<file path="config.mk">
export PLATFORM = sky130hd
export DESIGN_NAME = mem_stage_flat
export DESIGN_NICKNAME = d
export VERILOG_FILES = /design/src/rtl/mem_stage_if.sv /design/src/rtl/mem_stage.sv /design/src/flat_wrapper.sv
export SDC_FILE = /design/constraint.sdc
export NUM_CORES = 1
export LEC_CHECK = 0
export BUFFER_PORTS_ARGS = -buffer_cell sky130_fd_sc_hd__buf_2
export CAP_MARGIN = 20
export CORE_UTILIZATION = 25
export DETAILED_ROUTE_END_ITERATION = 8
export PLACE_DENSITY = 0.51
export SYNTH_ARGS = -nofsm -noshare
export SYNTH_HDL_FRONTEND = slang
export SYNTH_SLANG_ARGS = --single-unit
export TNS_END_PERCENT = 100
</file>
<file path="constraint.sdc">
create_clock -name clk -period 3.1 [get_ports clk]
set_input_delay 0.62 -clock clk [delete_from_list [all_inputs] [get_ports clk]]
set_output_delay 0.62 -clock clk [all_outputs]
set_load 0.05 [all_outputs]
</file>
<file path="src/rtl/mem_stage_if.sv">
// Data-memory bus between the memory stage (master) and the data memory (slave).
// Request side is driven by the master and held stable until dmem_ready is seen;
// dmem_rdata is only meaningful in a cycle where dmem_ready is high.
interface mem_stage_if #(
    parameter int ADDR_W = 64
);
    logic              dmem_req;
    logic              dmem_we;
    logic [ADDR_W-1:0] dmem_addr;
    logic [63:0]       dmem_wdata;
    logic [7:0]        dmem_be;
    logic              dmem_ready;
    logic [63:0]       dmem_rdata;

    modport master (
        output dmem_req,
        output dmem_we,
        output dmem_addr,
        output dmem_wdata,
        output dmem_be,
        input  dmem_ready,
        input  dmem_rdata
    );

    modport slave (
        input  dmem_req,
        input  dmem_we,
        input  dmem_addr,
        input  dmem_wdata,
        input  dmem_be,
        output dmem_ready,
        output dmem_rdata
    );
endinterface

</file>
<file path="src/rtl/mem_stage.sv">
// Memory-stage access unit of the RV64I pipeline.
// Turns a load/store in M into one request/ready transaction on the data bus,
// builds byte enables and store lanes, and aligns/extends returned load data.
// Upstream stages are frozen (StallMem_M) until the access finishes, and the
// register write towards MW is held off while stalled.
// Optional feature: define MEM_MISALIGN_TRAP_EN to flag misaligned accesses
// (Misaligned_M) instead of silently aligning them down.
module mem_stage #(
    parameter int ADDR_W = 64
) (
    input  logic        clk,
    input  logic        rst,
    input  logic [63:0] ALUResult_M,
    input  logic [63:0] WriteData_M,
    input  logic [2:0]  Funct3_M,
    input  logic        MemWrite_M,
    input  logic [1:0]  ResultSrc_M,
    input  logic        RegWrite_M,
    output logic [63:0] ReadData_M,
    output logic        RegWriteOut_M,
    output logic        StallMem_M,
    output logic        Misaligned_M,
    mem_stage_if.master dmem
);

    typedef enum logic [1:0] {
        IDLE = 2'd0,
        REQ  = 2'd1,
        DONE = 2'd2
    } state_t;

    state_t            state_q, state_d;
    logic              req_q, req_d;
    logic              we_q, we_d;
    logic [ADDR_W-1:0] addr_q, addr_d;
    logic [63:0]       wdata_q, wdata_d;
    logic [7:0]        be_q, be_d;
    logic [2:0]        f3_q, f3_d;
    logic [2:0]        off_q, off_d;
    logic [63:0]       data_q, data_d;

    logic              access;
    logic              start;
    logic              trap;
    logic [2:0]        align_mask;
    logic [2:0]        off_eff;
    logic [7:0]        be_base;
    logic [63:0]       rdata_shifted;
    logic [63:0]       load_ext;

    assign access = MemWrite_M | (ResultSrc_M == 2'b01);

    // Byte mask of the access size and the offset bits that must stay for it
    // (funct3 111 falls into the doubleword case)
    always_comb begin
        be_base    = 8'hFF;
        align_mask = 3'b000;
        case (Funct3_M[1:0])
            2'b00: begin
                be_base    = 8'h01;
                align_mask = 3'b111;
            end
            2'b01: begin
                be_base    = 8'h03;
                align_mask = 3'b110;
            end
            2'b10: begin
                be_base    = 8'h0F;
                align_mask = 3'b100;
            end
            default: begin
                be_base    = 8'hFF;
                align_mask = 3'b000;
            end
        endcase
    end

    assign off_eff = ALUResult_M[2:0] & align_mask;

`ifdef MEM_MISALIGN_TRAP_EN
    assign trap = (state_q == IDLE) && access
                  && ((ALUResult_M[2:0] & ~align_mask) != 3'b000);
`else
    assign trap = 1'b0;
`endif

    assign Misaligned_M  = trap;
    assign start         = (state_q == IDLE) && access && !trap;
    assign StallMem_M    = start || (state_q == REQ);
    assign RegWriteOut_M = RegWrite_M && !StallMem_M && !trap;

    // Align the returned doubleword to the latched offset and extend it
    always_comb begin
        rdata_shifted = dmem.dmem_rdata >> {off_q, 3'b000};
        load_ext      = rdata_shifted;
        case (f3_q)
            3'b000:  load_ext = {{56{rdata_shifted[7]}},  rdata_shifted[7:0]};
            3'b001:  load_ext = {{48{rdata_shifted[15]}}, rdata_shifted[15:0]};
            3'b010:  load_ext = {{32{rdata_shifted[31]}}, rdata_shifted[31:0]};
            3'b100:  load_ext = {56'd0, rdata_shifted[7:0]};
            3'b101:  load_ext = {48'd0, rdata_shifted[15:0]};
            3'b110:  load_ext = {32'd0, rdata_shifted[31:0]};
            default: load_ext = rdata_shifted;
        endcase
    end

    // Access sequencing: latch the request in IDLE, wait for ready in REQ,
    // release the pipeline for one cycle in DONE
    always_comb begin
        state_d = state_q;
        req_d   = req_q;
        we_d    = we_q;
        addr_d  = addr_q;
        wdata_d = wdata_q;
        be_d    = be_q;
        f3_d    = f3_q;
        off_d   = off_q;
        data_d  = data_q;
        case (state_q)
            IDLE: begin
                if (start) begin
                    state_d = REQ;
                    req_d   = 1'b1;
                    we_d    = MemWrite_M;
                    addr_d  = {ALUResult_M[ADDR_W-1:3], 3'b000};
                    wdata_d = WriteData_M << {off_eff, 3'b000};
                    be_d    = be_base << off_eff;
                    f3_d    = Funct3_M;
                    off_d   = off_eff;
                end
            end
            REQ: begin
                if (dmem.dmem_ready) begin
                    state_d = DONE;
                    req_d   = 1'b0;
                    if (!we_q) begin
                        data_d = load_ext;
                    end
                end
            end
            DONE: begin
                state_d = IDLE;
            end
            default: begin
                state_d = IDLE;
            end
        endcase
    end

    // State and registered bus outputs, cleared by synchronous reset
    always_ff @(posedge clk) begin
        if (rst) begin
            state_q <= IDLE;
            req_q   <= 1'b0;
            we_q    <= 1'b0;
            addr_q  <= '0;
            wdata_q <= '0;
            be_q    <= '0;
            f3_q    <= '0;
            off_q   <= '0;
            data_q  <= '0;
        end else begin
            state_q <= state_d;
            req_q   <= req_d;
            we_q    <= we_d;
            addr_q  <= addr_d;
            wdata_q <= wdata_d;
            be_q    <= be_d;
            f3_q    <= f3_d;
            off_q   <= off_d;
            data_q  <= data_d;
        end
    end

    assign dmem.dmem_req   = req_q;
    assign dmem.dmem_we    = we_q;
    assign dmem.dmem_addr  = addr_q;
    assign dmem.dmem_wdata = wdata_q;
    assign dmem.dmem_be    = be_q;
    assign ReadData_M      = data_q;

endmodule
</file>
<file path="src/flat_wrapper.sv">
// flat-port wrapper written by rule: the top's interface ports become plain ports
module mem_stage_flat 
#(
    parameter int ADDR_W = 64
)
  (clk, rst, ALUResult_M, WriteData_M, Funct3_M, MemWrite_M, ResultSrc_M, RegWrite_M, ReadData_M, RegWriteOut_M, StallMem_M, Misaligned_M, dmem_dmem_req, dmem_dmem_we, dmem_dmem_addr, dmem_dmem_wdata, dmem_dmem_be, dmem_dmem_ready, dmem_dmem_rdata);
  mem_stage_if #(.ADDR_W(ADDR_W)) dmem_i ();
  input  logic clk;
  input  logic rst;
  input  logic [63:0] ALUResult_M;
  input  logic [63:0] WriteData_M;
  input  logic [2:0] Funct3_M;
  input  logic MemWrite_M;
  input  logic [1:0] ResultSrc_M;
  input  logic RegWrite_M;
  output logic [63:0] ReadData_M;
  output logic RegWriteOut_M;
  output logic StallMem_M;
  output logic Misaligned_M;
  output wire logic [$bits(dmem_i.dmem_req)-1:0] dmem_dmem_req;
  output wire logic [$bits(dmem_i.dmem_we)-1:0] dmem_dmem_we;
  output wire logic [$bits(dmem_i.dmem_addr)-1:0] dmem_dmem_addr;
  output wire logic [$bits(dmem_i.dmem_wdata)-1:0] dmem_dmem_wdata;
  output wire logic [$bits(dmem_i.dmem_be)-1:0] dmem_dmem_be;
  input wire logic [$bits(dmem_i.dmem_ready)-1:0] dmem_dmem_ready;
  input wire logic [$bits(dmem_i.dmem_rdata)-1:0] dmem_dmem_rdata;
  assign dmem_dmem_req = dmem_i.dmem_req;
  assign dmem_dmem_we = dmem_i.dmem_we;
  assign dmem_dmem_addr = dmem_i.dmem_addr;
  assign dmem_dmem_wdata = dmem_i.dmem_wdata;
  assign dmem_dmem_be = dmem_i.dmem_be;
  assign dmem_i.dmem_ready = dmem_dmem_ready;
  assign dmem_i.dmem_rdata = dmem_dmem_rdata;
  mem_stage #(.ADDR_W(ADDR_W)) u_core (.clk(clk), .rst(rst), .ALUResult_M(ALUResult_M), .WriteData_M(WriteData_M), .Funct3_M(Funct3_M), .MemWrite_M(MemWrite_M), .ResultSrc_M(ResultSrc_M), .RegWrite_M(RegWrite_M), .ReadData_M(ReadData_M), .RegWriteOut_M(RegWriteOut_M), .StallMem_M(StallMem_M), .Misaligned_M(Misaligned_M), .dmem(dmem_i));
endmodule
</file>
== Word-level counts from Yosys, hierarchy flattened ==
Cells that the tools add are included.

* Mux-type cells: 9
* Reductions and logical operators: 12
* Bitwise operators: 3
* Equality and inequality tests: 11
* Shifts and indexed selects: 3

{| class="wikitable"
|+ Operators by type and width
! cell !! number
|-
| 64-bit case mux with 6 select lines || 1
|-
| 64-bit by 6-bit << shifter with 64-bit output || 1
|-
| 64-bit by 6-bit >> shifter with 64-bit output || 1
|-
| 8-bit case mux with 3 select lines || 1
|-
| 3-bit == test, second input constant || 3
|-
| 3-bit case mux with 3 select lines || 1
|-
| 8-bit by 3-bit << shifter with 8-bit output || 1
|-
| 2-bit by 1-bit == test with 1-bit output, second input constant || 3
|-
| 3-bit AND reduction || 2
|-
| 2-bit logical NOT || 2
|-
| 2-bit 2-to-1 mux || 2
|-
| 2-bit case mux with 2 select lines || 1
|-
| 2-bit AND reduction || 2
|-
| 3-bit bitwise AND || 1
|-
| 3-bit by 1-bit == test with 1-bit output, second input constant || 1
|-
| 3-bit by 2-bit == test with 1-bit output, second input constant || 1
|-
| 3-bit logical NOT || 1
|-
| 2-bit == test, second input constant || 1
|-
| 1-bit logical AND || 2
|-
| 1-bit 2-to-1 mux || 2
|-
| 2-bit by 1-bit != test with 1-bit output, second input constant || 1
|-
| 2-bit != test, second input constant || 1
|-
| 1-bit case mux with 2 select lines || 1
|-
| 2-bit nonzero test || 1
|-
| other kinds (4) || 4
|}

* Bits of input ports: 202
* Register bits after elaboration: 207
* Logic and storage cells: 47

== Longest topological paths before layout ==
Gate-level depths: netlist of the first run.

* Depth after elaboration: 6
* Gate-level depth with buffers: 9
* Gate-level depth less buffers: 5

== Least setup slack after synthesis of the first run ==
Ideal clock, no wire load.

* Path kind: input to output
* Start: input ResultSrc_M[0]
* End: output RegWriteOut_M
* Stages: 5
* Data required time: 2,480 ps
* Setup slack: 331 ps
* Data arrival time: 2,149 ps
* Path through: nor2b_1 -> o21ai_1 -> clkbuf_1 -> clkbuf_1 -> and3_1

* Cells in the longest elaborated chain, start to end: 6

{| class="wikitable"
|+ RTL lines
! item !! line !! text
|-
| from (decl) || flat_wrapper.sv:14 || <nowiki>input logic [1:0] ResultSrc_M;</nowiki>
|-
| 2-bit by 1-bit == test with 1-bit output || mem_stage.sv:51 || <nowiki>assign access = MemWrite_M | (ResultSrc_M == 2'b01);</nowiki>
|-
| 1-bit OR || mem_stage.sv:51 ||
|-
| 1-bit logical AND || mem_stage.sv:88 || <nowiki>assign start = (state_q == IDLE) && access && !trap;</nowiki>
|-
| 1-bit logical OR || mem_stage.sv:89 || <nowiki>assign StallMem_M = start || (state_q == REQ);</nowiki>
|-
| 1-bit logical NOT || mem_stage.sv:90 || <nowiki>assign RegWriteOut_M = RegWrite_M && !StallMem_M && !trap;</nowiki>
|-
| 1-bit logical AND || mem_stage.sv:90 ||
|-
| to (decl) || flat_wrapper.sv:17 || <nowiki>output logic RegWriteOut_M;</nowiki>
|}

Every way passes these cells.

== Final worst setup path of the first run ==
* Start: register u_core.state_q[1]
* End: output RegWriteOut_M

* Cells in the longest elaborated chain, start to end: 5

{| class="wikitable"
|+ RTL lines
! item !! line !! text
|-
| from (decl) || mem_stage.sv:32 || <nowiki>state_t state_q, state_d;</nowiki>
|-
| from (signal assigned) || mem_stage.sv:163 || <nowiki>state_q <= state_d;</nowiki>
|-
| 2-bit logical NOT || mem_stage.sv:88 ||
|-
| 1-bit logical AND || mem_stage.sv:88 ||
|-
| 1-bit logical OR (*) || mem_stage.sv:89 ||
|-
| 1-bit logical NOT (*) || mem_stage.sv:90 ||
|-
| 1-bit logical AND (*) || mem_stage.sv:90 ||
|}

Every way passes the cells marked *; elsewhere a longest branch is shown, timed or not.

==> results of run 1 <==
sequential cells by signal, summed over array words and instances (netlist names):
register,flops
u_core.state_q,2
u_core.dmem.dmem_req,1
u_core.dmem.dmem_wdata,64
u_core.dmem.dmem_we,1
u_core.off_q,3
u_core.ReadData_M,64
u_core.f3_q,3
u_core.dmem.dmem_be,8
u_core.dmem.dmem_addr,61
synth_stat cells, types with 10 or more instances:
cell	number
inv_1	12
mux2_2	10
mux2i_1	72
o21ai_0	27
nand2_1	266
clkbuf_1	101
a22oi_1	41
a2bb2oi_1	21
o221ai_1	12
a211oi_1	40
a21oi_1	142
nor2_1	161
a31oi_1	18
a211oi_2	30
nor3_1	37
buf_2	17
nor2b_1	27
nand2b_1	14
o211ai_1	16
a311oi_1	17
dfxtp_1	207
buf_1	10
through the flow:
step	hold WS (ps)	area, sq um
2_1_floorplan	458	11000
3_3_place_gp	435	13700
3_5_place_dp	440	13700
4_1_cts	280	14600
5_1_grt	291	14600
6_report	310	14600
worst min-delay path, stage by stage:
cell     delay [ps]
buf_2            90
nand2_1          40
a21oi_1          50
final timing paths:
kind         cells after the start  slack, ps                 startpoint                        end
max                              4        560          u_core.state_q[1]              RegWriteOut_M
min                              3        310            ALUResult_M[28]  u_core.dmem.dmem_addr[28]
max reg2reg                      7        630            u_core.off_q[1]      u_core.ReadData_M[62]
min reg2reg                      2        450  u_core.dmem.dmem_addr[28]  u_core.dmem.dmem_addr[28]
metal layers:
layer  wire length [um]  global-route usage  share of wire  up-vias
li1                   -                   -              -     5688
met1              19800               0.249           0.41     5715
met2              23000               0.342           0.48      426
met3               3480              0.0505          0.072      106
met4               1570              0.0797          0.033       20
met5                121                   0         0.0025        -
power groups by stage:
stage	sequential, mW	clock, mW	combinational (mW)
2_1_floorplan	3.70	0	0.913
3_3_place_gp	3.05	0	2.33
3_5_place_dp	3.05	0	2.34
4_1_cts	2.99	3.16	2.35
5_1_grt	3.02	3.25	2.49
6_report	2.99	3.06	2.34
area by class of cell:
type | count | area (sq um) | share of cell area
clock inverter | 10 | 124 | 0.00850
clock buffer | 36 | 739 | 0.0507
timing repair buffer | 451 | 2470 | 0.170
antenna | 6 | 15.0 | 0.00103
sequential | 207 | 4150 | 0.285
tap | 585 | 732 | 0.0502
inverter | 12 | 45.0 | 0.00309
multi-input combinational | 1045 | 6300 | 0.432
cells by family (layout without fill, tap and decap cells):
group | count (synthesis) | after routing | share of synthesized area
AOI/OAI and AO/OA | 414 | 414 | 0.264
buffers and inverters | 149 | 509 | 0.0571
DFF | 207 | 207 | 0.376
muxes | 93 | 93 | 0.0957
other | 1 | 10 | 0.000340
and+or+nand+nor | 534 | 534 | 0.207
placed cells by master (no fill, tap or decap), drive strengths merged, types with 4 or more instances in the layout:
cell type	n
o2bb2ai	9
diode	6
a31oi	18
mux2	13
clkinv	5
o211ai	16
a22oi	41
and3	4
clkbuf	36
nand2b	14
a311oi	17
o21ai	28
or3	4
mux2i	72
mux4	8
nor2	162
nand2	266
buf	451
o221ai	12
a2bb2oi	21
a21oi	142
or2	4
nor2b	27
a32oi	9
a211oi	70
conb	4
nor3	37
inv	13
o31ai	8
o22ai	7
dfxtp	207
==> out/metrics.yaml, run 1 <==
status:
  status: "finished, final reports clean"
global_routing:
  grt_use_total: 0.204
  grt-ovfl-total: 0
  antenna_found_initial: 15
  grt_start_max_net_pins: 77
  grt_first_pass_wirelength_um: 70200
  first_global_vias: 11500
cts:
  clockBufferDepth: 3
  cts_num_sinks: 207
  clk_latency_ps: 540
  post_cts_resize_count: 0
  cts_hold_buf: 0
  cts_buffers: 26
  tritoncts: "done"
  post-cts-setup-buffer-count: 0
  clk_pin_slew_ps: 60
  root_buffer: "clkbuf_16"
  htree_levels: 1
synthesis:
  netlist_top_cells_area: "dfxtp_1, nand2_1, mux2i_1"
  synth_warnings: 0
  synth_enable_flop_cells: 0
  yosysTopAreaCell: "dfxtp_1"
  synth_cell_types: 58
  synth_top_area_frac: 0.376
  syn_inst: 1398
  async_reset_ff_frac: 0
  ys_ff_latch: 207
  syn_area_sq_mm: 0.0110
  avgSynthCellArea_sq_um: 7.88
  ys.flop_type: "dfxtp_1"
  yosysSeqAreaShare: 0.376
sta:
  setup_slack_ps: 557
  grt_setup_unrepaired: "no"
  fmax_ghz: 0.393
  setup_tns_ps: 0
  worst_pin_slew_ps: 965
  hold_violations: 0
  slew_headroom: 0.354
  fin_crit_sh: 0.820
  drv_slew: 0
  setup_viol: 0
  min_period_ps: 2540
  finalClockSkew_ps: 6.48
cells_and_area:
  area_growth_pct: 32.2
  drive_above_1_share: 0.319
  final_nets: 1945
  final_util: 0.337
  fill_cells: 4657
  stdcell_count: 2352
placed_design:
  post-place-ws_ps: 224
  dp.cells: 2300
  dp_hpwl_um: 36200
  gp_congestion: 0.917
  numPortBuffers: 402
routing:
  drt-wirelength-per-cell_um: 20.4
  avgViaCountPerCell: 5.08
  dr.pass1.iters: 5
  ant_nets: 0
  drt-total-wl_um: 48000
  vias: 12000
  remaining_drc_errors: 0
  drt_iter0_drc: 788
pwr:
  power.switching_mw: 3.03
  combPwrFrac: 0.279
  irDropWorstVdd_uv: 301
  power_mw: 8.40
  clkPwrFrac: 0.365
  internal-power_mw: 5.37
  leakage_nw: 6.08
  power_per_cell_area_mw_per_mm2: 576
  p_seq_frac: 0.356
  switching_share: 0.361
floorplanning:
  pin_count: 407
  dieArea_sq_mm: 0.0449
  die_x_um: 212
  core_area_sq_mm: 0.0433
  start_util: 0.255
  rows: 76
  die_h_um: 212
critical_path:
  cp_max_fo: 7
  worst_path_largest_cell_delay_ps: 430
  cp-end-kind: "output port"
  crit_chain: "nor2_1 > o21ai_4 > and3_1 > buf_2"
  setup.worst_path.class: "reg -> out"
  cp_top_family: "simple AND/OR/NAND/NOR gates"
  worst_setup_path_start_kind: "flop"
  critPathSlowestCell: "nor2_1"
  cp.required_ps: 2480
  crit_arrival_ps: 1920
  crit_buf_inv: 1
flow_run:
  maxCapViolCount: 0
min_path:
  hp-class: "in -> reg"
No activity file was read; power rests on OpenSTA's default activity.
==> run 2: changes to the inputs <==
Clock period 3.1 ns to 2.4 ns, I/O delays scaled along.
==> run 2 against run 1 <==
Register-to-register slack worse by 530 ps. First-iteration DRC count grew 2.7%. Design area grew 2.3%. Cell count rose by 1.4%. Largest cell class unchanged. Global-route usage up 0.060 points. Total power rose by 29%. Utilization grew 0.78 points. Highest routed layer unchanged. Critical endpoint is now u_core.ReadData_M[58]. Flip-flop and latch count is the same. Sequential share of layout area down 0.62 points.
==> out/metrics.yaml, run 2 (synthesis results as in run 1) <==
critical_path:
  critPathSlowestCell: "mux4_2"
  crit_buf_inv: 1
  setup.worst_path.class: "reg -> reg"
  cp.required_ps: 2820
  cp_top_family: "multiplexers"
  worst_path_largest_cell_delay_ps: 470
  worst_setup_path_start_kind: "flop"
  crit_arrival_ps: 2720
  crit_chain: "mux2_1 > mux4_2 > and3_4 > nor4_4 > buf_6 > a211oi_2"
  cp-end-kind: "flop"
  cp_max_fo: 16
min_path:
  hp-class: "in -> reg"
cells_and_area:
  finalInstanceArea_sq_mm: 0.0149
  drive_above_1_share: 0.335
  final_nets: 1981
  final_util: 0.345
  area_growth_pct: 35.3
  stdcell_count: 2386
  layout_commonest_cell: "buf_2"
  layout_common_cells: "buf_2, nand2_1, dfxtp_1"
cts:
  clk_latency_ps: 530
  htree_levels: 1
  cts_num_sinks: 207
  tritoncts: "done"
  clockBufferDepth: 3
  clk_pin_slew_ps: 60
  cts_buffers: 26
  cts_hold_buf: 0
  root_buffer: "clkbuf_16"
floorplanning:
  die_h_um: 212
  rows: 76
  dieArea_sq_mm: 0.0449
  die_x_um: 212
  pin_count: 407
  start_util: 0.255
  core_area_sq_mm: 0.0433
sta:
  finalClockSkew_ps: 9.76
  worst_pin_slew_ps: 1130
  grt_setup_unrepaired: "no"
  setup_tns_ps: 0
  drv_slew: 0
  setup_slack_ps: 97.3
  hold_violations: 0
  setup_viol: 0
  fin_crit_sh: 0.959
  slew_headroom: 0.244
  fmax_ghz: 0.434
  min_period_ps: 2300
global_routing:
  grt_start_max_net_pins: 72
  first_global_vias: 11400
  grt_use_total: 0.204
  grt_first_pass_wirelength_um: 70300
  antenna_found_initial: 7
  grt-ovfl-total: 0
routing:
  vias: 12000
  remaining_drc_errors: 0
  drt-wirelength-per-cell_um: 20.2
  avgViaCountPerCell: 5.03
  drt-total-wl_um: 48100
  drt_iter0_drc: 809
  ant_nets: 0
  dr.pass1.iters: 5
pwr:
  power_per_cell_area_mw_per_mm2: 729
  leakage_nw: 6.29
  irDropWorstVdd_uv: 498
placed_design:
  gp_congestion: 0.913
  dp_hpwl_um: 36600
  dp.cells: 2335
  post-place-ws_ps: -90.2
  numPortBuffers: 402
  placed_area_sq_mm: 0.0140
status:
  status: "finished, final reports clean"
flow_run:
  maxCapViolCount: 0
-- run 2: cell types whose count changed in the layout (fill, tap and decap cells not counted), sizes merged --
cell and delta:
buf +35, bufinv -2, clkbuf +2, clkinv +2, diode -4, inv +1
-- run 2: final timing paths --
check	slack (ps)	end	from	cells past startpoint
worst max register to register	100	u_core.ReadData_M[58]	u_core.off_q[1]	6
worst max-delay path	100	u_core.ReadData_M[58]	u_core.off_q[1]	6
worst min register to register	450	u_core.dmem.dmem_addr[61]	u_core.dmem.dmem_addr[61]	2
worst min-delay path	180	u_core.dmem.dmem_addr[42]	ALUResult_M[42]	3
-- run 2: power by group --
part | internal, mW | switching, mW | leakage (nW)
Combinational | 0.933 | 2.20 | 4.17
Sequential | 3.70 | 0.163 | 1.70
Clock | 2.28 | 1.59 | 0.424
Total | 6.91 | 3.95 | 6.29
-- run 2: through the flow --
stage	total power [mW]	hold WS (ps)
floorplan	5.96	458
global placement	7.05	435
detailed placement	7.06	440
CTS	11.0	145
global route	11.4	154
finish	10.9	179
-- run 2: cell type report --
cell class,count,area (sq um)
Multi-Input combinational cell,1045,6300
Inverter,12,45.0
Antenna cell,2,5.00
Sequential cell,207,4150
Timing Repair Buffer,487,2820
Clock inverter,11,76.3
Clock buffer,37,783
Fill cell,4662,28400
Tap cell,585,732
-- run 2: tightest hold or removal path, delay by kind of cell --
family	cells	cell delay [ps]
AOI/OAI and AO/OA	1	50
and+or+nand+nor	1	50
buffers and inverters	1	90
-- run 2: metal layers --
metal,track usage,wire (um),up-vias
met1,0.262,20600,5704
li1,-,-,5757
met2,0.337,22800,448
met5,0,69,-
met4,0.0730,1600,10
met3,0.0422,3100,85
-- run 2: timing repair --
| item | CTS | global route |
|---|---|---|
| buffers inserted | 0 | 0 |
| endpoints found under the setup margin | 0 | 48 |
| gates resized for setup | 0 | 3 |
| hold endpoints to repair | 0 | 0 |
==> run 3: changes to the inputs <==
Settings changed: PLACE_DENSITY 0.51 to default.
==> run 3 against run 2 <==
Clock skew increased by 13 ps. Wire length decreased by 0.34%. Global-route usage decreased by 0.078 points. Clock power increased by 8.0%. Utilization increased by 0.16 points. Worst hold slack got worse by 24 ps. Non-clock buffer count unchanged. First-iteration DRC count increased by 3.0%. Total power increased by 2.8%. Count of clock-buffer cells in the layout decreased by 2. Critical path type unchanged.
==> out/metrics.yaml, run 3 (synthesis results as in run 1) <==
placed_design:
  gp_congestion: 0.903
  placed_area_sq_mm: 0.0141
  dp.cells: 2336
  numPortBuffers: 402
  dp_hpwl_um: 36800
routing:
  drt_iter0_drc: 833
  remaining_drc_errors: 0
  dr.pass1.iters: 5
  drt-wirelength-per-cell_um: 20.1
  vias: 12100
  ant_nets: 0
  drt-total-wl_um: 47900
  avgViaCountPerCell: 5.07
pwr:
  power.switching_mw: 3.98
  p_seq_frac: 0.345
  irDropWorstVdd_uv: 446
  leakage_nw: 6.33
  combPwrFrac: 0.280
  power_per_cell_area_mw_per_mm2: 745
  clkPwrFrac: 0.375
  switching_share: 0.357
  power_mw: 11.2
  internal-power_mw: 7.18
cts:
  clockBufferDepth: 3
  cts_num_sinks: 207
  cts_buffers: 26
  post-cts-setup-buffer-count: 0
  htree_levels: 1
  clk_latency_ps: 560
  clk_pin_slew_ps: 60
  tritoncts: "done"
  root_buffer: "clkbuf_16"
floorplanning:
  pin_count: 407
  die_x_um: 212
  core_area_sq_mm: 0.0433
  rows: 76
  dieArea_sq_mm: 0.0449
  start_util: 0.255
  die_h_um: 212
critical_path:
  crit_arrival_ps: 2720
  cp.required_ps: 2820
  cp_max_fo: 32
  crit_chain: "mux2_1 > mux4_2 > and3_4 > nor4_4 > buf_12 > a211oi_1"
  setup.worst_path.class: "reg -> reg"
  worst_setup_path_start_kind: "flop"
  cp-end-kind: "flop"
  worst_path_largest_cell_delay_ps: 470
  critPathSlowestCell: "mux4_2"
sta:
  min_period_ps: 2300
  fin_crit_sh: 0.958
  slew_headroom: 0.600
  grt_setup_unrepaired: "no"
  hold_violations: 0
  drv_slew: 0
  finalClockSkew_ps: 23.0
  fmax_ghz: 0.435
  worst_pin_slew_ps: 598
  setup_viol: 0
cells_and_area:
  final_nets: 1981
  finalInstanceArea_sq_mm: 0.0150
  final_util: 0.346
  final-seq-area_sq_mm: 0.00415
  multi_input_area_sq_mm: 0.00630
  area_growth_pct: 35.9
  drive_above_1_share: 0.335
  fill_cells: 4621
  layout_commonest_cell: "buf_2"
  layout_common_cells: "buf_2, nand2_1, dfxtp_1"
  stdcell_count: 2389
flow_run:
  maxCapViolCount: 0
status:
  status: "finished, final reports clean"
global_routing:
  grt_first_pass_wirelength_um: 70100
  grt-ovfl-total: 0
  first_global_vias: 11500
  grt_start_max_net_pins: 89
  antenna_found_initial: 18
  grt_use_total: 0.203
min_path:
  hp-class: "in -> reg"
[run 3: cell count changes in the layout (fill, tap and decap cells not counted), sizes merged]
cell and change:
inv -1, clkinv -1, bufinv +4, diode +3
buf +1, clkbuf -3
[run 3: power groups by stage]
stage	clock network, mW	logic, mW	registers, mW
2_1_floorplan	0	1.18	4.78
3_3_place_gp	0	3.09	3.92
3_5_place_dp	0	3.12	3.93
4_1_cts	4.31	3.13	3.86
5_1_grt	4.44	3.32	3.88
6_report	4.18	3.12	3.86
[run 3: area by class of cell]
type,instances,share of cell area
clock inverter,13,0.0122
clock buffer,35,0.0484
inverter,12,0.00301
sequential,207,0.277
tap,585,0.0489
multi-input combinational,1045,0.421
antenna,5,0.000835
timing repair buffer,487,0.189
[run 3: per-layer routing]
metal  vias up  routed length, um  track usage
li1       5752                  -            -
met1      5746              19600        0.247
met2       496              23100        0.348
met3        94               3650       0.0507
met4        22               1410       0.0690
met5         -                143            0
[run 3: per-stage QoR]
| step | worst slack [ps] | hold WS (ps) | TNS (ps) |
|---|---|---|---|
| global route | 7.92 | 136 | 0 |
| finish | 101 | 155 | 0 |
| CTS | 92.8 | 125 | 0 |
| detailed placement | -2.84 | 443 | -2.84 |
| floorplan | 27.0 | 458 | 0 |
| global placement | 14.3 | 431 | 0 |
[run 3: worst max-delay path: cells and delay by family, from the launching register on]
| family | cells | cell delay (ps) |
|---|---|---|
| AOI/OAI and AO/OA | 1 | 110 |
| buffers and inverters | 1 | 270 |
| DFF | 1 | 460 |
| muxes | 2 | 810 |
| and+or+nand+nor | 2 | 500 |
[run 3: final timing paths]
| check | from | endpoint | slack (ps) | cells past startpoint |
|---|---|---|---|---|
| max | u_core.off_q[1] | u_core.ReadData_M[62] | 100 | 6 |
| min | ALUResult_M[27] | u_core.dmem.dmem_addr[27] | 150 | 3 |
| max reg2reg | u_core.off_q[1] | u_core.ReadData_M[62] | 100 | 6 |
| min reg2reg | u_core.dmem.dmem_addr[54] | u_core.dmem.dmem_addr[54] | 450 | 2 |
[run 3: what timing repair did]
action	CTS	global route
gates resized for setup	1	0
endpoints found under the hold margin	0	0
hold buffers	0	0
setup endpoints to repair	2	0
